## config.mk

```make
export PLATFORM = sky130hd
export DESIGN_NAME = l1_cache_control_nway
export DESIGN_NICKNAME = d
export VERILOG_FILES = /design/src/rtl/l1_cache_control_nway.sv
export SDC_FILE = /design/constraint.sdc
export NUM_CORES = 1
export LEC_CHECK = 0
export BUFFER_PORTS_ARGS = -buffer_cell sky130_fd_sc_hd__buf_2
export CAP_MARGIN = 0
export CELL_PAD_IN_SITES_DETAIL_PLACEMENT = 2
export CELL_PAD_IN_SITES_GLOBAL_PLACEMENT = 2
export CORE_MARGIN = 2
export CORE_UTILIZATION = 19
export CTS_BUF_LIST = sky130_fd_sc_hd__clkbuf_2 sky130_fd_sc_hd__clkbuf_4 sky130_fd_sc_hd__clkbuf_8
export CTS_CLUSTER_DIAMETER = 80
export DETAILED_ROUTE_END_ITERATION = 8
export GPL_TIMING_DRIVEN = 0
export PLACE_DENSITY = 0.89
export SLEW_MARGIN = 20
export SYNTH_ARGS = -nofsm -noshare
export SYNTH_HDL_FRONTEND = slang
export SYNTH_SLANG_ARGS = --single-unit
export TNS_END_PERCENT = 20
```

## constraint.sdc

```tcl
create_clock -name clk -period 1.95 [get_ports clk]
set_input_delay 0.195 -clock clk [delete_from_list [all_inputs] [get_ports clk]]
set_output_delay 0.195 -clock clk [all_outputs]
set_load 0.03 [all_outputs]
```

## src/rtl/l1_cache_control_nway.sv

```systemverilog
// N-way set-associative L1 cache control FSM: hit decode, victim selection, write-back and fill over L2.
// Optional saturating performance counters are built when L1_PERF_COUNTERS_EN is defined.
module l1_cache_control_nway #(
  parameter int WAYS      = 4,
  parameter int WAY_W     = $clog2(WAYS),
  parameter int CNT_WIDTH = 32
) (
  input  logic                 clk,
  input  logic                 rst,
  input  logic                 mem_read,
  input  logic                 mem_write,
  output logic                 mem_resp,
  input  logic [WAYS-1:0]      hit,
  input  logic [WAYS-1:0]      valid,
  input  logic [WAYS-1:0]      dirty,
  input  logic [WAY_W-1:0]     plru_victim,
  output logic                 load_plru,
  output logic [WAY_W-1:0]     plru_way,
  output logic [WAYS-1:0]      load_tag,
  output logic [WAYS-1:0]      load_valid,
  output logic [WAYS-1:0]      load_dirty,
  output logic                 valid_set,
  output logic                 dirty_set,
  output logic [WAY_W-1:0]     way_sel,
  output logic                 l2addr_sel,
  output logic                 l2_read,
  output logic                 l2_write,
  input  logic                 l2_resp,
`ifdef L1_PERF_COUNTERS_EN
  output logic [CNT_WIDTH-1:0] hit_count,
  output logic [CNT_WIDTH-1:0] miss_count,
  output logic [CNT_WIDTH-1:0] wb_count,
`endif
  output logic [1:0]           dbg_state
);

  // Handshake: a CPU request is valid only when exactly one of mem_read/mem_write is high;
  // mem_resp pulses for the one cycle the request is served. L2 strobes are held until l2_resp.
  typedef enum logic [1:0] {
    PROCESS    = 2'd0,
    WRITE_BACK = 2'd1,
    FETCH      = 2'd2
  } state_e;

  state_e            state_q, state_d;
  logic [WAY_W-1:0]  victim_q, victim_d;

  logic              req;
  logic              any_hit;
  logic [WAY_W-1:0]  hit_way;
  logic              has_inv;
  logic [WAY_W-1:0]  inv_way;
  logic [WAY_W-1:0]  miss_victim;
  logic              victim_dirty;
  logic [WAYS-1:0]   victim_onehot;
  logic [WAYS-1:0]   hit_onehot;

  assign req     = mem_read ^ mem_write;
  assign any_hit = |hit;
  assign has_inv = ~&valid;

  // Lowest index wins for both the hit way and the first invalid way.
  always_comb begin
    hit_way = '0;
    inv_way = '0;
    for (int i = WAYS - 1; i >= 0; i--) begin
      if (hit[i])   hit_way = WAY_W'(i);
      if (!valid[i]) inv_way = WAY_W'(i);
    end
  end

  assign miss_victim   = has_inv ? inv_way : plru_victim;
  assign victim_dirty  = valid[miss_victim] & dirty[miss_victim];
  assign victim_onehot = WAYS'(1) << victim_q;
  assign hit_onehot    = WAYS'(1) << hit_way;
  assign dbg_state     = state_q;

  always_comb begin
    state_d    = state_q;
    victim_d   = victim_q;
    mem_resp   = 1'b0;
    load_plru  = 1'b0;
    plru_way   = '0;
    load_tag   = '0;
    load_valid = '0;
    load_dirty = '0;
    valid_set  = 1'b0;
    dirty_set  = 1'b0;
    way_sel    = '0;
    l2addr_sel = 1'b0;
    l2_read    = 1'b0;
    l2_write   = 1'b0;
    case (state_q)
      PROCESS: begin
        if (req && any_hit) begin
          mem_resp  = 1'b1;
          way_sel   = hit_way;
          load_plru = 1'b1;
          plru_way  = hit_way;
          if (mem_write) begin
            load_tag   = hit_onehot;
            load_dirty = hit_onehot;
            dirty_set  = 1'b1;
          end
        end else if (req) begin
          victim_d = miss_victim;
          state_d  = victim_dirty ? WRITE_BACK : FETCH;
        end
      end
      WRITE_BACK: begin
        l2_write   = 1'b1;
        l2addr_sel = 1'b1;
        way_sel    = victim_q;
        if (l2_resp) state_d = FETCH;
      end
      FETCH: begin
        l2_read = 1'b1;
        // The fill completes even if the CPU has withdrawn its request.
        if (l2_resp) begin
          load_tag   = victim_onehot;
          load_valid = victim_onehot;
          load_dirty = victim_onehot;
          valid_set  = 1'b1;
          state_d    = PROCESS;
        end
      end
      default: state_d = PROCESS;
    endcase
  end

  always_ff @(posedge clk or posedge rst) begin
    if (rst) begin
      state_q  <= PROCESS;
      victim_q <= '0;
    end else begin
      state_q  <= state_d;
      victim_q <= victim_d;
    end
  end

`ifdef L1_PERF_COUNTERS_EN
  logic miss_evt, wb_evt;
  assign miss_evt = (state_q == PROCESS) && (state_d != PROCESS);
  assign wb_evt   = (state_q == WRITE_BACK) && (state_d == FETCH);

  always_ff @(posedge clk or posedge rst) begin
    if (rst) begin
      hit_count  <= '0;
      miss_count <= '0;
      wb_count   <= '0;
    end else begin
      if (mem_resp && (hit_count != '1))  hit_count  <= hit_count + 1'b1;
      if (miss_evt && (miss_count != '1)) miss_count <= miss_count + 1'b1;
      if (wb_evt && (wb_count != '1))     wb_count   <= wb_count + 1'b1;
    end
  end
`endif

endmodule
```

==> reports/qor.csv, run 1 <==
metric;value;unit
outcome;finished clean;
clockBufferDepth;2;
fp-row-count;18;
crit_fanout;5;
diodes;0;
setup_viol;0;
drv_cap;0;
fin_util;34.4;%
worst_ep_required_time;1.75;ns
die_w;55.2;um
p_per_area;515;mW/mm^2
drive_gt1_share;61.5;%
grt_max_degree;7;
via_count;667;
rsz0062_at_grt;yes;
syn_area;498;um^2
io_pins;44;
fill_cells;322;
antenna_left;0;
grt_pass1_vias;745;
numCtsBuffers;3;
dr.pass1.iters;2;
syn-mean-instance-area;7.43;um^2
synth_xor_area_share;1.76;%
cts.sinks;4;
layout.cells.non_filler;147;
finalHoldViolations;0;
wl_met2;1280;um
wl_per_cell;15.0;um
drc_errors;0;
clock-root-buffer;clkbuf_4;
netlist_instances;67;
hpwlAfterDp;1840;um
synth_compound_area_share;21.4;%
place.gp.congestion;0.728;
wl_met1;816;um
ys_seq_area_share;20.1;%
cts_tree;done;
synthAdderAreaFrac;0;%
yosys_warnings;0;
grt_first_pass_wirelength;3500;um
leakage;0.517;nW
dieArea;0.00305;mm^2
synthSimpleGateAreaFrac;33.9;%
critical_path.endpoint_type;primary output;
routed_via_density;4.54;
dr_wl_met3;92;um
ff_latch_area;103;um^2
drt-total-wl;2210;um
finClkSkew;0.0143;ns
multiInputGateArea;362;um^2
nets;137;
ys_types;29;
post-route-min-period;1.89;ns
peakVddDrop;224;uV
synth_edf_count;0;
async_flop_share;100;%
dp.cells;140;
drtIter0Drc;6;
area_delta_synth_final;71.1;%
crit_type;register to primary output;
die_y;55.2;um
clk-insertion-delay-late;0.24;ns
synth_mux_area_share;8.29;%
grt_overflow;0;
synth_top_family_by_area;simple AND/OR/NAND/NOR gates;
fmax;0.528;GHz
grt_usage;16.0;%
coreArea;0.00248;mm^2
hold_path_class;input pin to register;
relSlewSlack;71.8;%
post-route-period-util;97.1;%
initial_utilization;20.1;%
dr.max_layer_used;met4;
portBuffers;43;
syn-num-nets;86;
arrival;1.70;ns
synth-seq-cells;4;
htreeDepth;1;
antenna_found_initial;0;
synth-main-ff-cell;dfrtp_1;
clk_pin_slew;0.05;ns
drv_slew;0;
start_kind;register;
tightest_slew;0.422;ns
-- power by group --
group | total [mW] | switching [mW] | leakage, nW | internal [mW]
Combinational | 0.192 | 0.118 | 0.448 | 0.0749
Sequential | 0.115 | 0.0222 | 0.0507 | 0.0929
Clock | 0.131 | 0.0403 | 0.0184 | 0.0911
Total | 0.439 | 0.180 | 0.517 | 0.259
-- cell usage in the layout (no fill, tap or decap), drive strengths merged, types with 3 or more instances in the layout --
cell type / synthesis / routed
buf: 7 / 51
nand2: 11 / 11
nor2: 7 / 7
inv: 6 / 6
clkbuf: 0 / 5
nor2b: 4 / 4
dfrtp: 4 / 4
mux2i: 3 / 3
a21o: 3 / 3
-- stage by stage --
| step | cell area [um^2] | power (mW) | hold slack [ns] | setup slack, ns | TNS, ns |
|---|---|---|---|---|---|
| 6_report | 852 | 0.439 | 0.285 | 0.0561 | 0 |
| 2_1_floorplan | 518 | 0.227 | -0.0390 | -0.0643 | -0.211 |
| 3_5_place_dp | 771 | 0.297 | 0.0879 | 0.170 | 0 |
| 3_3_place_gp | 771 | 0.290 | 0.0776 | 0.231 | 0 |
| 4_1_cts | 818 | 0.429 | 0.296 | 0.00270 | 0 |
| 5_1_grt | 852 | 0.474 | 0.317 | -0.0204 | -0.0214 |
-- path summary, 6_finish.rpt --
| kind | startpoint | to | slack (ns) | cells after the start |
|---|---|---|---|---|
| setup / recovery | dbg_state[1] | load_tag[3] | 0.06 | 6 |
| min in group asynchronous | rst | victim_q[1] | 0.38 | 3 |
| setup reg to reg | dbg_state[1] | dbg_state[1] | 0.65 | 4 |
| hold reg to reg | dbg_state[0] | dbg_state[1] | 0.66 | 3 |
| hold / removal | l2_resp | dbg_state[1] | 0.29 | 3 |
| max in group asynchronous | rst | dbg_state[0] | 1.38 | 3 |
-- critical path, cell delays in order (launching register included) --
cell	delay, ns
dfrtp_2	0.43
and3b_1	0.18
buf_4	0.15
and3_4	0.18
a41o_2	0.23
buf_4	0.12
buf_4	0.16
-- layer usage --
metal | up-vias | GRT usage, %
li1 | 329 | -
met1 | 314 | 17.9
met2 | 22 | 32.9
met3 | 2 | 0.806
met4 | 0 | 2.44
met5 | - | 0
-- flip-flops by register name, summed over array words and instances, names as in the netlist --
name and flops:
victim_q 2, dbg_state 2
-- layout make-up --
| type | count | share of cell area [%] |
|---|---|---|
| inverter | 6 | 2.64 |
| tap | 30 | 4.41 |
| timing repair buffer | 46 | 28.8 |
| clock buffer | 4 | 3.52 |
| buffer | 7 | 6.17 |
| sequential | 4 | 12.0 |
| multi-input combinational | 50 | 42.4 |
-- synthesized netlist by cell type (all sizes together), types with 2 or more instances --
| cell type | instances | area (um^2) |
|---|---|---|
| a21o | 3 | 22.5 |
| nand2 | 11 | 41.3 |
| nor2 | 7 | 26.3 |
| and3 | 2 | 13.8 |
| o21ai | 2 | 10.0 |
| buf | 7 | 50.0 |
| mux2i | 3 | 30.0 |
| dfrtp | 4 | 100 |
| a21oi | 2 | 13.8 |
| inv | 6 | 22.5 |
| nor2b | 4 | 25.0 |
| a31o | 2 | 17.5 |
-- cells by family after synthesis --
group | Yosys count
xor+xnor | 1
simple gates | 31
buf+inv | 13
mux | 4
flops | 4
compound gates | 14
-- repair_timing --
| action | CTS | global route |
|---|---|---|
| hold buffers | 1 | 0 |
| pin swaps | 0 | 1 |
| resized for setup | 2 | 7 |
| endpoints found under the hold margin | 4 | 0 |
| setup endpoints to repair | 2 | 5 |
| buffers inserted | 0 | 2 |
No activity file was read; power rests on OpenSTA's default activity.
==> inputs of run 2 (changes only) <==
==> constraint.sdc (replaced) <==
create_clock -name clk -period 1.95 [get_ports clk]
set_input_delay 0.2925 -clock clk [delete_from_list [all_inputs] [get_ports clk]]
set_output_delay 0.2925 -clock clk [all_outputs]
set_load 0.03 [all_outputs]
==> reports/qor.csv, run 2 (synthesis results as in run 1) <==
metric;value;unit;change
arrival;1.60;ns;-0.10 ns
drv_cap;0;;unchanged
drt-total-wl;2090;um;-5.4%
worst_ep_required_time;1.66;ns;-0.09 ns
portBuffers;43;;unchanged
slowest_stage;or3_4;;
combinationalPowerShare;46.9;%;+3.0 points
drive_gt1_share;62.6;%;+1.1 points
grt_first_pass_wirelength;3420;um;-2.4%
p_per_area;477;mW/mm^2;-7.4%
clockBufferDepth;2;;unchanged
io_pins;44;;unchanged
p_sw_share;42.5;%;+1.5 points
clk-insertion-delay-late;0.23;ns;about the same
drtIter0Drc;2;;-4
cp.buffers_inverters;2;;-1
peakVddDrop;317;uV;+41%
antenna_left;0;;unchanged
die_w;55.2;um;unchanged
worstPathCellList;buf_2, xor2_1, nand2_2, or3_4, a21oi_2, buf_6;;
via_count;674;;+1.0%
hold_path_class;input pin to register;;
multiInputGateArea;382;um^2;+5.5%
cts.sinks;4;;unchanged
pwr-share-seq;29.0;%;+2.8 points
grt_usage;15.9;%;-0.056 points
routed_via_density;4.65;;+2.4%
wl_per_cell;14.4;um;-4.1%
drv_slew;0;;unchanged
nets;136;;-0.73%
leakage;0.509;nW;-1.5%
crit_type;input pin to primary output;;
hpwlAfterDp;1820;um;-0.89%
numCtsBuffers;3;;unchanged
cp_top_family;simple AND/OR/NAND/NOR gates;;
grt_max_degree;7;;unchanged
critical_path.endpoint_type;primary output;;
clkPwrFrac;24.1;%;-5.8 points
die_y;55.2;um;unchanged
finalHoldViolations;0;;unchanged
clk_pin_slew;0.03;ns;-0.02 ns
p_sw;0.175;mW;-2.6%
tightest_slew;0.404;ns;-0.0182 ns
final_cell_mix;buf_2, nand2_1, buf_4;;
layout.cells.most_common;buf_2;;
diodes;0;;unchanged
place.gp.congestion;0.691;;-5.1%
initial_utilization;20.1;%;unchanged
crit_fanout;4;;-1
htreeDepth;1;;unchanged
start_kind;input pin;;
fmax;0.527;GHz;-0.11%
dieArea;0.00305;mm^2;unchanged
area_delta_synth_final;73.6;%;
fin_util;34.9;%;+0.51 points
relSlewSlack;73.0;%;+1.2 points
antenna_found_initial;0;;unchanged
grt_overflow;0;;unchanged
outcome;finished clean;;
rsz0062_at_grt;yes;;
ff_latch_area;103;um^2;unchanged
clock-root-buffer;clkbuf_4;;
setup_viol;0;;unchanged
whs;0.388;ns;+0.102 ns
cts_tree;done;;
cell_internal_pwr;0.237;mW;-8.4%
grt_pass1_vias;733;;-1.6%
cpPeakStageDelay;0.40;ns;-0.03 ns
finClkSkew;0.00247;ns;-0.0119 ns
post-route-min-period;1.90;ns;+0.00204 ns
post-route-period-util;97.2;%;+0.10 points
fill_cells;343;;+6.5%
dr.pass1.iters;2;;unchanged
drc_errors;0;;unchanged
coreArea;0.00248;mm^2;unchanged
fp-row-count;18;;unchanged
-- run 2: area by class of cell --
class | count | share of cell area (%)
Buffer | 6 | 5.21
Clock buffer | 3 | 2.60
Inverter | 6 | 2.60
Multi-Input combinational cell | 50 | 44.1
Sequential cell | 4 | 11.9
Tap cell | 30 | 4.34
Timing Repair Buffer | 46 | 29.2
-- run 2: tightest hold or removal path, stage by stage --
cell	delay, ns
buf_2	0.11
mux2i_1	0.08
o211ai_1	0.09
-- run 2: routing by layer --
metal	vias to the layer above	GRT usage, %	share of wire [%]	wire, um
li1	323	-	-	-
met1	321	17.4	37	780
met2	28	31.2	57	1190
met3	2	3.76	5.2	108
met4	0	2.44	0.72	15
met5	-	0	0	0
-- run 2: repair_timing --
action / CTS / global route
setup buffers: 2 / 0
hold endpoints to repair: 4 / 0
endpoints found under the setup margin: 5 / 6
pin swaps: 1 / 2
hold buffers: 1 / 0
cloned: 0 / 0
gates resized for setup: 6 / 4
-- run 2: worst paths after layout --
kind	from	to	slack (ns)	cells past startpoint
hold reg to reg	dbg_state[1]	dbg_state[1]	0.67	3
max in group asynchronous	rst	dbg_state[1]	1.30	3
hold / removal	l2_resp	dbg_state[1]	0.39	3
min in group asynchronous	rst	victim_q[0]	0.49	3
setup / recovery	mem_write	way_sel[0]	0.05	6
setup reg to reg	dbg_state[1]	dbg_state[1]	0.76	4
-- run 2: metrics by stage --
step	TNS (ns)	instances	power [mW]	worst slack (ns)	instance area [um^2]
after floorplan	0	67	0.233	0.00746	539
after global placement	0	140	0.296	0.124	792
after detailed placement	-0.0119	140	0.306	-0.0119	792
after CTS	0	145	0.417	0.0161	853
after global routing	-0.0303	145	0.442	-0.0156	865
final	0	145	0.412	0.0541	865
-- run 2: power groups by stage --
stage / clock, mW / combinational [mW] / sequential, mW
global route: 0.110 / 0.210 / 0.122
detailed placement: 0 / 0.185 / 0.121
floorplan: 0 / 0.117 / 0.116
finish: 0.0992 / 0.194 / 0.120
global placement: 0 / 0.177 / 0.118
CTS: 0.104 / 0.194 / 0.118
==> inputs of run 3 (changes only) <==
CORE_ASPECT_RATIO = 1.75   (was unset)
PLACE_DENSITY = 0.93   (was 0.89)
clock period = 2.4 ns   (was 1.95 ns; I/O delays follow)
==> reports/qor.csv, run 3 (synthesis results as in run 1) <==
metric;value;unit;change
grt_first_pass_wirelength;3410;um;-0.20%
finalHoldViolations;0;;unchanged
finClkSkew;0.000536;ns;-0.00194 ns
io_pins;44;;unchanged
wl_per_cell;14.3;um;-0.57%
worst_ep_required_time;2.04;ns;+0.38 ns
drtIter0Drc;1;;-1
diodes;0;;unchanged
setup_ws;0.264;ns;+0.210 ns
portBuffers;43;;unchanged
crit_fanout;6;;+2
cts.sinks;4;;unchanged
die_y;71.7;um;+30%
drive_gt1_share;53.1;%;-9.5 points
slowest_stage;dfrtp_1;;
crit_type;register to primary output;;
fp-row-count;24;;+6
clk_pin_slew;0.03;ns;about the same
p_per_area;472;mW/mm^2;-1.0%
post-place-ws;0.420;ns;+0.432 ns
leakage;0.513;nW;+0.83%
start_kind;register;;
post-route-period-util;89.0;%;
relSlewSlack;76.0;%;+3.1 points
outcome;finished clean;;
clock-root-buffer;clkbuf_8;;
numCtsBuffers;3;;unchanged
fmax;0.468;GHz;
antenna_left;0;;unchanged
totalPowerFinal;0.374;mW;-9.3%
cts_tree;done;;
cp_top_family;simple AND/OR/NAND/NOR gates;;
holdBufCountCts;0;;-1
coreArea;0.00249;mm^2;+0.61%
nets;134;;-1.5%
area_delta_synth_final;59.0;%;
final_cell_mix;buf_2, nand2_1, nor2_1;;
grt_overflow;0;;unchanged
post-route-min-period;2.14;ns;
routed_via_density;4.87;;+4.8%
die_w;42.7;um;-23%
initial_utilization;20.0;%;-0.12 points
layout.cells.most_common;buf_2;;
finalSetupTns;0;ns;unchanged
tightest_slew;0.359;ns;-0.0455 ns
peakVddDrop;169;uV;-47%
grt_pass1_vias;774;;+5.6%
setup_viol;0;;unchanged
rsz0062_at_grt;no;;
hpwlAfterDp;1820;um;about the same
htreeDepth;1;;unchanged
fill_cells;320;;-6.7%
grt_usage;14.7;%;-1.2 points
cpPeakStageDelay;0.44;ns;+0.04 ns
drt-total-wl;1990;um;-4.7%
critical_path.endpoint_type;primary output;;
worstPathCellList;nor2_1, nand2_1, or3_1, a21oi_2, buf_2;;
dieArea;0.00306;mm^2;+0.53%
arrival;1.78;ns;+0.18 ns
hold_path_class;input pin to asynchronous set/reset pin;;
antenna_found_initial;0;;unchanged
drc_errors;0;;unchanged
cts_resized;0;;-6
grt_max_degree;7;;unchanged
cp.buffers_inverters;1;;-1
drv_cap;0;;unchanged
clockBufferDepth;2;;unchanged
place.gp.congestion;0.705;;+2.1%
dr.pass1.iters;2;;unchanged
clk-insertion-delay-late;0.22;ns;about the same
drv_slew;0;;unchanged
via_count;677;;+0.45%
post_cts_buffers;0;;-2
run 3: cell count changes in the layout (fill, tap and decap cells not counted), moves of 2 or more:
cell	before	now
nor2_4	3	0
buf_6	2	0
dfrtp_2	2	0
clkbuf_8	0	3
buf_2	41	44
dfrtp_1	2	4
clkbuf_4	3	0
nor2_1	4	7
buf_4	8	6
run 3: final timing paths:
kind | start | to | slack (ns) | cells after the start
max in group asynchronous | rst | dbg_state[1] | 2.23 | 2
setup / recovery | dbg_state[1] | way_sel[0] | 0.26 | 5
hold / removal | rst | victim_q[1] | 0.02 | 2
min in group clk | l2_resp | dbg_state[1] | 0.46 | 3
setup reg to reg | dbg_state[1] | victim_q[1] | 1.03 | 4
hold reg to reg | victim_q[0] | victim_q[0] | 0.58 | 2
run 3: layer usage:
metal / GRT usage, % / part of all wire (%) / vias to the layer above
met5: 0 / 0 / -
met4: 7.29 / 1.9 / 0
met3: 3.78 / 8.8 / 5
met2: 29.5 / 59 / 39
met1: 12.4 / 30 / 315
li1: - / - / 318
run 3: power by group:
part	internal (mW)	total [mW]	switching, mW
clock network	0.107	0.144	0.0365
registers	0.0756	0.0881	0.0125
logic	0.0527	0.142	0.0897
run 3: cell type report:
type,count,area (um^2),area share (%)
plain buffers,7,50.0,6.32
inverters,6,22.5,2.84
flip-flops and latches,4,100,12.6
multi-input cells,50,330,41.7
well taps,26,32.5,4.11
clock buffers,3,41.3,5.21
repair buffers,43,215,27.2
run 3: per-stage QoR:
stage / cells / util, % / hold WS (ns) / area [um^2]
floorplan: 67 / - / 0.126 / 503
global placement: 136 / 30.1 / 0.246 / 751
detailed placement: 136 / 30.1 / 0.253 / 751
CTS: 139 / 31.8 / 0.0237 / 792
global route: 139 / 31.8 / 0.0352 / 792
finish: 139 / 31.8 / 0.0199 / 792
